**src/rtl/z80_mapper_bridge.sv**
```systemverilog
// z80_mapper_bridge
//   Turns asynchronous Z80 bus cycles into clk_108m-domain request levels for
//   the SDRAM arbiter, and hosts the MSX memory-mapper segment registers
//   (I/O ports FCh-FFh).
// Ports:
//   clk_108m, reset_n          system clock, async active-low reset
//   z80_addr/z80_din           Z80 address and write data (asynchronous)
//   z80_*_n strobes            Z80 control strobes (asynchronous, active-low)
//   slot_sel_i-style slot_sel  address decodes to the mapper slot
//   mapper_dout                read byte returned by the arbiter
//   mapper_addr/mapper_din     registered {segment, addr[13:0]} and write byte
//   mapper_read/mapper_write   request levels, one continuous level per Z80 cycle
//   refresh                    low during a Z80 refresh cycle
//   z80_dout/z80_dout_en       read data back to the Z80 and its bus enable
//   z80_wait_n                 Z80 WAIT, held low while a memory read is pending
module z80_mapper_bridge #(
    parameter int SEG_BITS = 8,
    parameter int RD_WAIT  = 48
) (
    input  logic        clk_108m,
    input  logic        reset_n,
    input  logic [15:0] z80_addr,
    input  logic [7:0]  z80_din,
    input  logic        z80_mreq_n,
    input  logic        z80_iorq_n,
    input  logic        z80_rd_n,
    input  logic        z80_wr_n,
    input  logic        z80_rfsh_n,
    input  logic        z80_m1_n,
    input  logic        slot_sel,
    input  logic [7:0]  mapper_dout,
    output logic [21:0] mapper_addr,
    output logic [7:0]  mapper_din,
    output logic        mapper_read,
    output logic        mapper_write,
    output logic        refresh,
    output logic [7:0]  z80_dout,
    output logic        z80_dout_en,
    output logic        z80_wait_n
);

    localparam int CNT_W = $clog2(RD_WAIT + 1);

    // Synchronizer bit positions
    localparam int S_MREQ = 0;
    localparam int S_IORQ = 1;
    localparam int S_RD   = 2;
    localparam int S_WR   = 3;
    localparam int S_RFSH = 4;
    localparam int S_M1   = 5;

    typedef enum logic [2:0] {
        IDLE,
        MEM_RD,
        MEM_WR,
        IO_RD,
        IO_WR,
        RFSH
    } state_t;

    state_t              state_q, state_d;
    logic [5:0]          sync1_q, sync2_q;
    logic [SEG_BITS-1:0] seg_q [4];
    logic [SEG_BITS-1:0] seg_d [4];
    logic [CNT_W-1:0]    cnt_q, cnt_d;
    logic [21:0]         addr_q, addr_d;
    logic [7:0]          din_q, din_d;
    logic                read_q, read_d;
    logic                write_q, write_d;
    logic                refresh_q, refresh_d;
    logic [7:0]          dout_q, dout_d;
    logic                dout_en_q, dout_en_d;
    logic                wait_q, wait_d;

    logic                mreq_n_s, iorq_n_s, rd_n_s, wr_n_s, rfsh_n_s, m1_n_s;
    logic                io_hit;
    logic [SEG_BITS-1:0] seg_page, seg_port;
    logic [7:0]          seg_addr_ext, seg_rd_ext;

    assign mreq_n_s = sync2_q[S_MREQ];
    assign iorq_n_s = sync2_q[S_IORQ];
    assign rd_n_s   = sync2_q[S_RD];
    assign wr_n_s   = sync2_q[S_WR];
    assign rfsh_n_s = sync2_q[S_RFSH];
    assign m1_n_s   = sync2_q[S_M1];

    // Strobes idle high, so the synchronizers reset to the inactive level.
    always_ff @(posedge clk_108m or negedge reset_n) begin
        if (!reset_n) begin
            sync1_q <= '1;
            sync2_q <= '1;
        end else begin
            sync1_q <= {z80_m1_n, z80_rfsh_n, z80_wr_n, z80_rd_n, z80_iorq_n, z80_mreq_n};
            sync2_q <= sync1_q;
        end
    end

    always_ff @(posedge clk_108m or negedge reset_n) begin
        if (!reset_n) begin
            state_q   <= IDLE;
            seg_q[0]  <= SEG_BITS'(3);
            seg_q[1]  <= SEG_BITS'(2);
            seg_q[2]  <= SEG_BITS'(1);
            seg_q[3]  <= SEG_BITS'(0);
            cnt_q     <= '0;
            addr_q    <= '0;
            din_q     <= '0;
            read_q    <= 1'b0;
            write_q   <= 1'b0;
            refresh_q <= 1'b1;
            dout_q    <= '0;
            dout_en_q <= 1'b0;
            wait_q    <= 1'b1;
        end else begin
            state_q   <= state_d;
            seg_q     <= seg_d;
            cnt_q     <= cnt_d;
            addr_q    <= addr_d;
            din_q     <= din_d;
            read_q    <= read_d;
            write_q   <= write_d;
            refresh_q <= refresh_d;
            dout_q    <= dout_d;
            dout_en_q <= dout_en_d;
            wait_q    <= wait_d;
        end
    end

    // The address bus is stable once a strobe has been synchronized, so the
    // raw bus is sampled directly on the transition out of IDLE.
    always_comb begin
        io_hit   = !iorq_n_s && m1_n_s && (z80_addr[7:2] == 6'b111111);
        seg_page = seg_q[z80_addr[15:14]];
        seg_port = seg_q[z80_addr[1:0]];

        // Memory address zero-extends the segment; I/O readback one-fills it.
        seg_addr_ext                = '0;
        seg_addr_ext[SEG_BITS-1:0]  = seg_page;
        seg_rd_ext                  = '1;
        seg_rd_ext[SEG_BITS-1:0]    = seg_port;

        state_d   = state_q;
        seg_d     = seg_q;
        cnt_d     = cnt_q;
        addr_d    = addr_q;
        din_d     = din_q;
        read_d    = read_q;
        write_d   = write_q;
        refresh_d = refresh_q;
        dout_d    = dout_q;
        dout_en_d = dout_en_q;
        wait_d    = wait_q;

        case (state_q)
            IDLE: begin
                if (!mreq_n_s && !rfsh_n_s) begin
                    state_d   = RFSH;
                    refresh_d = 1'b0;
                end else if (!mreq_n_s && !rd_n_s && slot_sel) begin
                    state_d = MEM_RD;
                    read_d  = 1'b1;
                    wait_d  = 1'b0;
                    cnt_d   = '0;
                    addr_d  = {seg_addr_ext, z80_addr[13:0]};
                end else if (!mreq_n_s && !wr_n_s && slot_sel) begin
                    state_d = MEM_WR;
                    write_d = 1'b1;
                    addr_d  = {seg_addr_ext, z80_addr[13:0]};
                    din_d   = z80_din;
                end else if (io_hit && !rd_n_s) begin
                    state_d   = IO_RD;
                    dout_d    = seg_rd_ext;
                    dout_en_d = 1'b1;
                end else if (io_hit && !wr_n_s) begin
                    state_d                = IO_WR;
                    seg_d[z80_addr[1:0]]   = z80_din[SEG_BITS-1:0];
                end
            end
            MEM_RD: begin
                if (rd_n_s) begin
                    state_d   = IDLE;
                    read_d    = 1'b0;
                    wait_d    = 1'b1;
                    dout_en_d = 1'b0;
                end else if (cnt_q != CNT_W'(RD_WAIT)) begin
                    cnt_d = cnt_q + 1'b1;
                end else if (!wait_q) begin
                    // Counter saturates; the wait_q guard latches data once.
                    wait_d    = 1'b1;
                    dout_d    = mapper_dout;
                    dout_en_d = 1'b1;
                end
            end
            MEM_WR: begin
                if (wr_n_s) begin
                    state_d = IDLE;
                    write_d = 1'b0;
                end
            end
            IO_RD: begin
                if (rd_n_s) begin
                    state_d   = IDLE;
                    dout_en_d = 1'b0;
                end
            end
            IO_WR: begin
                if (wr_n_s) state_d = IDLE;
            end
            RFSH: begin
                if (mreq_n_s || rfsh_n_s) begin
                    state_d   = IDLE;
                    refresh_d = 1'b1;
                end
            end
            default: state_d = IDLE;
        endcase
    end

    assign mapper_addr  = addr_q;
    assign mapper_din   = din_q;
    assign mapper_read  = read_q;
    assign mapper_write = write_q;
    assign refresh      = refresh_q;
    assign z80_dout     = dout_q;
    assign z80_dout_en  = dout_en_q;
    assign z80_wait_n   = wait_q;

endmodule

```
**config.mk**
```make
export PLATFORM = sky130hd
export DESIGN_NAME = z80_mapper_bridge
export DESIGN_NICKNAME = d
export VERILOG_FILES = /design/src/rtl/z80_mapper_bridge.sv
export SDC_FILE = /design/constraint.sdc
export NUM_CORES = 1
export LEC_CHECK = 0
export CAP_MARGIN = 20
export CORE_AREA = 2 2 101 103
export DETAILED_ROUTE_END_ITERATION = 7
export DIE_AREA = 0 0 103 105
export MAX_ROUTING_LAYER = met4
export PLACE_DENSITY = 0.71
export SYNTH_ARGS = -nofsm -noshare
export SYNTH_HDL_FRONTEND = slang
export SYNTH_SLANG_ARGS = --single-unit
```
**constraint.sdc**
```tcl
create_clock -name clk_108m -period 2.1 [get_ports clk_108m]
set_clock_uncertainty 0.2 [all_clocks]
set_input_delay 0.21 -clock clk_108m [delete_from_list [all_inputs] [get_ports clk_108m]]
set_output_delay 0.21 -clock clk_108m [all_outputs]
set_load 0.01 [all_outputs]
```
## After elaboration in Yosys (flattened, before gate mapping)

Index checks and enable logic that the tools add are counted.

- Word-level logic and storage cells: 146
- Output and inout port bits: 43
- Register bits after elaboration: 96

- Add/subtract/negate cells: 1
- Bitwise logic cells: 6
- Muxes and demuxes: 58
- Eq/ne operators: 27
- Reductions and logical operators: 35
- $lt $le $gt $ge: 3

Operators with widths:

| operator | number |
|---|---|
| 8-bit two-way mux | 12 |
| 22-bit two-way mux | 2 |
| 8-bit binary-select mux with 2-bit select | 2 |
| 32-bit bitwise mux | 1 |
| 2-bit inequality test (second input constant) | 15 |
| 3-bit two-way mux | 8 |
| 6-bit two-way mux | 4 |
| 1-bit two-way mux | 20 |
| 8-bit demux with 2-bit select | 1 |
| 8-bit one-hot mux with 2 select lines | 1 |
| 4-bit AND reduction | 4 |
| 8-bit AND reduction | 2 |
| 6-bit inequality test (second input constant) | 2 |
| 3-bit one-hot mux with 4 select lines | 1 |
| 6-bit one-hot mux with 2 select lines | 1 |
| 1-bit logical AND | 10 |
| 5-bit AND reduction | 2 |
| 1-bit one-hot mux with 2 select lines | 4 |
| 2-bit nonzero test | 4 |
| 6-bit by 1-bit adder with 6-bit output (second input constant) | 1 |
| 3-bit by 2-bit == test with 1-bit output (second input constant) | 2 |
| 3-bit == test (second input constant) | 2 |
| 6-bit == test (second input constant) | 1 |
| 3-bit greater-or-equal comparator (second input constant) | 2 |
| other kinds (14) | 26 |

## Longest topological paths before layout

Gate-level depths: netlist of run 1.

- Depth after elaboration: 10
- Depth in mapped cells: 6
- Gate-level depth less buffers: 6

## Worst setup path before layout of run 1

OpenSTA, ideal clock, no wires.

- Path kind: register to register
- From: register sync2_q[5]
- To: register seg_q[27] (netlist bit)
- Buffers on the path: 1
- Path slack: -0.095 ns
- Arrival: 1.870 ns
- Stages on the path, launching flop included: 6
- Setup time: 0.125 ns
- Cell sequence: dfstp_2 > nand4b_1 > or2_1 > clkbuf_1 > nor4_4 > mux2_2

- Cells in the longest elaborated chain, start to end: 5

Ends and longest elaborated chain:

| what | line | source |
|---|---|---|
| start, declared | 62 | `logic [5:0] sync1_q, sync2_q;` |
| start signal, assigned | 94 | `sync2_q <= sync1_q;` |
| 1-bit logical AND (*) (2 in series) | 132 | `io_hit = !iorq_n_s && m1_n_s && (z80_addr[7:2] == 6'b111111);` |
| 1-bit logical AND | 170 | `end else if (io_hit && !rd_n_s) begin` |
| 1-bit NOT (no line) | n/a |  |
| 6-bit AND reduction (no line) (*) | n/a |  |
| end signal, assigned | 116 | `seg_q <= seg_d;` |
| end, declared | 63 | `logic [SEG_BITS-1:0] seg_q [4];` |

Every way passes the cells marked *; elsewhere a longest branch is shown, timed or not.
A chain may end at the register's enable or synchronous reset.

## Worst setup path in the final report of run 1

- From: register sync2_q[5]
- To: register dout_q[7] (netlist: z80_dout[7])

- Cells in the longest elaborated chain, start to end: 5

Ends and longest elaborated chain:

| what | line | source |
|---|---|---|
| 1-bit logical AND (2 in series) | 132 |  |
| 1-bit logical AND | 170 |  |
| 2-bit inequality test (no line) | n/a |  |
| 8-bit AND reduction (no line) | n/a |  |
| end signal, assigned | 123 | `dout_q <= dout_d;` |
| end, declared | 71 | `logic [7:0] dout_q, dout_d;` |

Every way passes these cells.

==> results of run 1 <==
==> where the power goes <==
part / switching (mW) / total (mW) / leakage, nW / internal [mW]
Combinational: 0.766 / 1.77 / 1.33 / 1.01
Clock: 0.629 / 1.22 / 0.0928 / 0.587
Sequential: 0.176 / 2.36 / 1.22 / 2.18
==> registers in the layout (all words and copies together), names as in the netlist <==
| signal | flops |
|---|---|
| mapper_din | 8 |
| z80_dout | 8 |
| refresh | 1 |
| sync1_q | 6 |
| mapper_write | 1 |
| mapper_read | 1 |
| seg_q | 32 |
| cnt_q | 6 |
| mapper_addr | 22 |
| z80_dout_en | 1 |
| z80_wait_n | 1 |
| sync2_q | 6 |
| state_q | 3 |
==> cells in the final DEF, fill, tap and decap left out, types with 3 or more instances in the layout <==
cell type,count
clkdlybuf4s50_1,82
dfstp_2,18
buf_4,39
mux2_4,25
mux2i_1,3
nor4_4,4
a21oi_1,6
nand3_1,5
nor3_1,4
inv_1,5
buf_12,4
buf_6,4
nand4b_1,4
nand4_1,3
o21ai_0,8
dfrtp_1,78
mux4_2,16
nor2_1,8
clkbuf_8,10
nand2_1,34
mux2_2,45
==> cells by family after synthesis <==
logic type               count (synthesis)
AND/OR/NAND/NOR                         82
buffers and inverters                   20
adder cells (fa/ha/maj)                  2
AO/OA/AOI/OAI                           31
flip-flops                              96
multiplexers                            89
==> synth_stat cells (4+ instances only) <==
master    instances  share of area
a21oi_1           7         0.0079
buf_1             4         0.0034
clkbuf_1          7         0.0059
dfrtp_1          78           0.44
dfstp_2          18           0.11
inv_1             5         0.0042
mux2_2           67           0.17
mux4_2           16          0.081
nand2_1          34          0.029
nand2b_1          4         0.0056
nand3_1           5         0.0056
nand4b_1          4         0.0079
nor2_1            8         0.0068
nor3_1            5         0.0056
nor4_4            4          0.019
o21ai_0           8         0.0090
==> layer usage <==
metal | global-route usage | vias to the layer above
li1 | - | 1431
met1 | 0.284 | 1562
met2 | 0.305 | 66
met3 | 0.0355 | 12
met4 | 0.0658 | 0
met5 | - | -
==> worst max-delay path, delay by kind of cell, from the launching register on <==
| kind | cells | cell delay (ns) |
|---|---|---|
| simple gates | 2 | 0.54 |
| compound gates | 1 | 0.26 |
| mux | 1 | 0.33 |
| buf+inv | 1 | 0.17 |
| flops | 1 | 0.52 |
==> final cells by class <==
type                    count  area, µm²
repair buffers            130       1250
multi-input cells         204       2070
fillers                   772       3510
well taps                 133        166
inverters                   5       18.8
clock inverters             4       53.8
clock buffers              12        145
flip-flops and latches     96       2420
==> repair_timing <==
action / in CTS / in global routing
endpoints found under the hold margin: 37 / 0
buffers inserted: 2 / 5
resized for setup: 4 / 24
pin swaps: 1 / 4
hold buffers: 1 / 0
endpoints found under the setup margin: 37 / 42
==> stage by stage <==
| step | cells | worst slack [ns] | setup TNS, ns | area, µm² | util |
|---|---|---|---|---|---|
| floorplan | 320 | -0.0844 | -2.18 | 4510 | - |
| global placement | 561 | -0.308 | -12.23 | 5780 | 0.599 |
| detailed placement | 561 | -0.322 | -12.62 | 5780 | 0.599 |
| CTS | 580 | -0.0349 | -0.230 | 6020 | 0.624 |
| global route | 584 | -0.0763 | -1.86 | 6130 | 0.636 |
| finish | 584 | -0.0377 | -0.391 | 6130 | 0.636 |
==> final timing paths <==
check                            from             end  slack [ns]  depth (start not counted)
max                        sync2_q[5]     z80_dout[7]       -0.04                          5
min in group asynchronous     reset_n  mapper_addr[6]        0.18                          2
max in group asynchronous     reset_n       seg_q[17]        0.86                          3
min reg2reg                sync1_q[3]      sync2_q[3]        0.15                          0
min                        z80_mreq_n      sync1_q[0]        0.05                          1
max reg2reg                sync2_q[5]     z80_dout[7]       -0.04                          5
==> metrics.md, run 1 <==
| Metric | Value |
|---|---|
| Fin crit share | 1.02 |
| RSZ-0062 raised after global routing | true |
| Distinct cells, synth | 44 |
| Starting Density | 0.461 |
| Minimum hold slack | 0.0463 ns |
| Clock Pin Slew Worst Setup and Hold Paths | 0.09 ns |
| Top layer in use | met4 |
| Largest net degree at the start of global routing | 44 |
| Register area share after synthesis | 0.546 |
| I/O pins | 84 |
| Die Wd | 103 µm |
| Fin nets | 489 |
| Routed Antenna Nets | 0 |
| Tot GR Track Use | 0.204 |
| Final Hold Vio Count | 0 |
| CTS max path bufs | 2 |
| Violated checks | negative setup slack |
| Setup ws final | -0.0377 ns |
| Compound-Gate Fraction of Synth Area | 0.0532 |
| Clk_lat worst skew | 0.36 ns |
| CTS root buffer | clkbuf_8 |
| Status | finished, violations left |
| Routed length on met3 | 341 µm |
| Main combinational cell family by area after synthesis | multiplexers |
| Core footprint | 0.00964 mm² |
| Hold WC Path Type | input pin to flop |
| Max incr delay on CP | 0.52 ns |
| Critical-path maximum fanout | 8 |
| Cells along the critical path | nand4b_1, or3_4, o32ai_4, buf_12, mux2_2 |
| Initial DRC Count | 115 |
| Rel. slew slack | 0.624 |
| Htree depth | 3 |
| Tot Pwr | 5.35 mW |
| EDFF count, synth | 0 |
| Tightest Pin Transition | 0.565 ns |
| First-pass GRT wire length | 16500 µm |
| Post-synthesis cell area | 0.00444 mm² |
| Commonest register cell after synthesis | dfrtp_1 |
| Mux contribution to synthesized area | 0.265 |
| RD Place Congestion | 0.908 |
| Syn nets | 363 |
| Antenna violations before repair | 0 |
| Diode count | 0 |
| Seq cells post-synth | 96 |
| Share of cells above drive strength 1 | 0.406 |
| Average cell area after synthesis | 13.9 µm² |
| Worst EP required | 2.14 ns |
| Synth Area in XOR/XNOR | 0 |
| Routed metal-1 wire length | 4590 µm |
| Fmax achieved | 468 MHz |
| Crit. End Element | flop |
| Leak pwr | 2.65 nW |
| Post-Synth Adder-Cell Area | 0.00563 |
| Maximum VDD drop | 562 µV |
| Routed met2 length | 5010 µm |
| I/O Buffers | 83 |
| MaxCap Viol Count | 0 |
| Post-layout minimum cycle time | 2.14 ns |
| Worst Setup Start Kind | flop |
| Die height | 105 µm |
| DP Wirelength | 7180 µm |
| Vias post-DR | 3071 |
| Worst Path Arrival | 2.18 ns |
| Area growth syn-to-layout | 37.9% |
| Die footprint | 0.0108 mm² |
| TritonCTS Buffers | 9 |
| Power per cell area | 873 mW/mm² |
| CTS tree | built |
| Via count of the first global-routing pass | 3119 |
| Total gr overflow | 0 |
| Vias/cell | 5.26 |
| DRC | 0 |
| Crit path kind | flop to flop |
| Async SR Flop Fraction | 1.00 |
| Pins Over Slew Limit | 0 |
| FP Rows | 36 |
| Clock sink total | 96 |
| Routed len/inst | 17.3 µm |
| Simple-gate share of the synthesized area | 0.111 |
| Critical-path top delay cell | dfstp_2 |
| Yosys Warn Count | 0 |
| Drt pass-1 iters | 4 |
| Final setup viols | 16 |
| Routed wire length | 10100 µm |
| Post-Synthesis Cells | 320 |
Power figures use the tool's default switching activity.
==> run 2, diff against run 1 <==
- CORE_AREA: 2 2 101 103 -> 2 2 96 98
- DIE_AREA: 0 0 103 105 -> 0 0 98 100
- PLACE_DENSITY: 0.71 -> 0.75
- clock period: 2.1 -> 2 ns (I/O delays scaled with it)
==> run 2 against run 1 <==
The run still ends with negative setup slack left; sequential power rose by 6%; non-clock buffer count rose by 14; utilization rose by 7.8 points; hold slack got worse by 0.014 ns; clock power rose by 6%; fmax rose by 1.2%; routed wire length rose by 5.2%; sequential cell count did not move; cell count fell by 1.4%; combinational power rose by 14%; critical endpoint is now seg_q[20]; largest power group unchanged.
==> metrics.md, run 2 (synthesis gave the netlist of run 1 again) <==
| Metric | Value |
|---|---|
| Placed cell area | 0.00589 mm² (+1.9%) |
| Rel. slew slack | 0.656 (+0.0328) |
| Routed met2 length | 5170 µm (+3.1%) |
| Area growth syn-to-layout | 42.8% |
| Total gr overflow | 0 (unchanged) |
| Diode count | 0 (unchanged) |
| Initial DRC Count | 162 (+41%) |
| Status | finished, violations left |
| I/O Buffers | 83 (unchanged) |
| Max incr delay on CP | 0.61 ns (+0.09 ns) |
| Worst R2R Path Depth | 5 (unchanged) |
| Placed Cells | 553 (-1.4%) |
| Maximum VDD drop | 599 µV (+6.7%) |
| Clk_lat worst skew | 0.36 ns (about the same) |
| Htree depth | 3 (unchanged) |
| Top reg by flops | seg_q |
| Routed length on met3 | 394 µm (+16%) |
| Fill cell total of the finished layout | 624 (-19%) |
| RD Place Congestion | 0.852 (-6.2%) |
| Minimum hold slack | 0.0326 ns (-0.0136 ns) |
| Top layer in use | met4 |
| MaxCap Viol Count | 0 (unchanged) |
| Hold WC Path Type | input pin to flop |
| Violated checks | negative setup slack |
| Largest net degree at the start of global routing | 38 (-14%) |
| Fin crit share | 1.06 (+0.0377) |
| Tightest Pin Transition | 0.515 ns (-0.0493 ns) |
| Routed wire length | 10600 µm (+5.2%) |
| First-pass GRT wire length | 17600 µm (+6.9%) |
| CTS max path bufs | 2 (unchanged) |
| Max FFs per register | 32 (unchanged) |
| Clock Pin Slew Worst Setup and Hold Paths | 0.09 ns (about the same) |
| Leak pwr | 2.77 nW (+4.5%) |
| Vias/cell | 5.46 (+3.8%) |
| Clock sink total | 96 (unchanged) |
| Worst Path Arrival | 2.16 ns (-0.02 ns) |
| Critical-path maximum fanout | 5 (-3) |
| Die height | 100 µm (-4.8%) |
| Final Hold Vio Count | 0 (unchanged) |
| CTS root buffer | clkbuf_8 |
| DRC | 0 (unchanged) |
| Fmax achieved | 474 MHz (+1.2%) |
| Worst EP required | 2.05 ns (-0.09 ns) |
| FP Rows | 35 (-2.8%) |
| Drt pass-1 iters | 4 (unchanged) |
| Pins Over Slew Limit | 0 (unchanged) |
| Commonest non-fill, non-tap cells in the layout | 82 x clkdlybuf4s50_1, 78 x dfrtp_1, 48 x mux2_4, 45 x buf_4, 34 x nand2_1 |
| Layout Cells excl Fill | 576 (-1.4%) |
| Antenna violations before repair | 0 (unchanged) |
| Critical-path top delay cell | dfstp_2 |
| Hold depth | 1 (unchanged) |
| Routed len/inst | 18.4 µm (+6.7%) |
| Die footprint | 0.00980 mm² (-9.4%) |
| Crit. End Element | flop |
| Power per cell area | 914 mW/mm² (+4.7%) |
| Worst Setup Start Kind | flop |
| Vias post-DR | 3143 (+2.3%) |
| Core footprint | 0.00889 mm² (-7.8%) |
| Post-layout minimum cycle time | 2.11 ns (-0.0263 ns) |
| CTS tree | built |
| Routed metal-1 wire length | 4790 µm (+4.3%) |
| Commonest non-fill, non-tap cell in the layout | clkdlybuf4s50_1 |
| TNS Setup | -3.26 ns (-2.87 ns) |
| DP Wirelength | 7370 µm (+2.6%) |
| Tot GR Track Use | 0.239 (+0.0348) |
| Die Wd | 98 µm (-4.9%) |
| Crit path kind | flop to flop |
| Fin nets | 503 (+2.9%) |
| I/O pins | 84 (unchanged) |
| Share of cells above drive strength 1 | 0.426 (+0.0200) |
| Via count of the first global-routing pass | 3281 (+5.2%) |
| Setup ws final | -0.111 ns (-0.0737 ns) |
| Final setup viols | 45 (+29) |
| Cells along the critical path | nor2b_4, nand4b_1, nor4_4, buf_6, mux2_4 |
| Routed Antenna Nets | 0 (unchanged) |
| TritonCTS Buffers | 9 (unchanged) |
| Starting Density | 0.500 (+0.0388) |
| RSZ-0062 raised after global routing | true |
| Fin area | 0.00634 mm² (+3.5%) |
==> run 2: worst paths after layout <==
kind	startpoint	slack [ns]	end
worst max register to register	sync2_q[2]	-0.11	seg_q[20]
worst max-delay path	sync2_q[2]	-0.11	seg_q[20]
worst min-delay path	z80_rd_n	0.03	sync1_q[2]
max in group asynchronous	reset_n	0.74	seg_q[8]
min in group asynchronous	reset_n	0.14	z80_dout[1]
worst min register to register	sync1_q[1]	0.16	sync2_q[1]
==> run 2: power breakdown <==
| part | total (mW) | switching, mW | internal (mW) |
|---|---|---|---|
| Sequential | 2.49 | 0.200 | 2.29 |
| Clock | 1.29 | 0.674 | 0.618 |
| Combinational | 2.01 | 0.842 | 1.17 |
==> run 2: per-stage QoR <==
step / worst slack [ns] / power (mW) / utilization
final: -0.111 / 5.80 / 0.714
after global routing: -0.189 / 6.13 / 0.714
after CTS: -0.169 / 5.78 / 0.705
after detailed placement: -0.428 / 4.41 / 0.663
after global placement: -0.404 / 4.34 / 0.663
after floorplan: -0.184 / 3.37 / -
==> run 2: layout make-up <==
type | count | area (µm²) | area share
well taps | 111 | 139 | 0.0219
repair buffers | 144 | 1400 | 0.221
flip-flops and latches | 96 | 2420 | 0.382
clock inverters | 4 | 53.8 | 0.00848
inverters | 5 | 18.8 | 0.00296
multi-input cells | 204 | 2160 | 0.341
clock buffers | 12 | 145 | 0.0229
==> run 2: timing repair <==
item / 4_1_cts / 5_1_grt
buffers inserted: 3 / 2
hold buffers: 1 / 0
pin swaps: 3 / 3
gates resized for setup: 38 / 17
gates cloned: 1 / 0
endpoints found under the setup margin: 49 / 63
endpoints found under the hold margin: 37 / 0
==> run 2: routing by layer <==
metal  GRT usage  vias to the layer above
li1            -                     1458
met1       0.333                     1587
met2       0.371                       76
met3      0.0341                       22
met4      0.0705                        0
met5           -                        -
==> run 2: critical path: cells and delay by family (launching register included) <==
kind | cells | cell delay (ns)
and+or+nand+nor | 3 | 0.69
DFF | 1 | 0.61
muxes | 1 | 0.30
buffers and inverters | 1 | 0.19
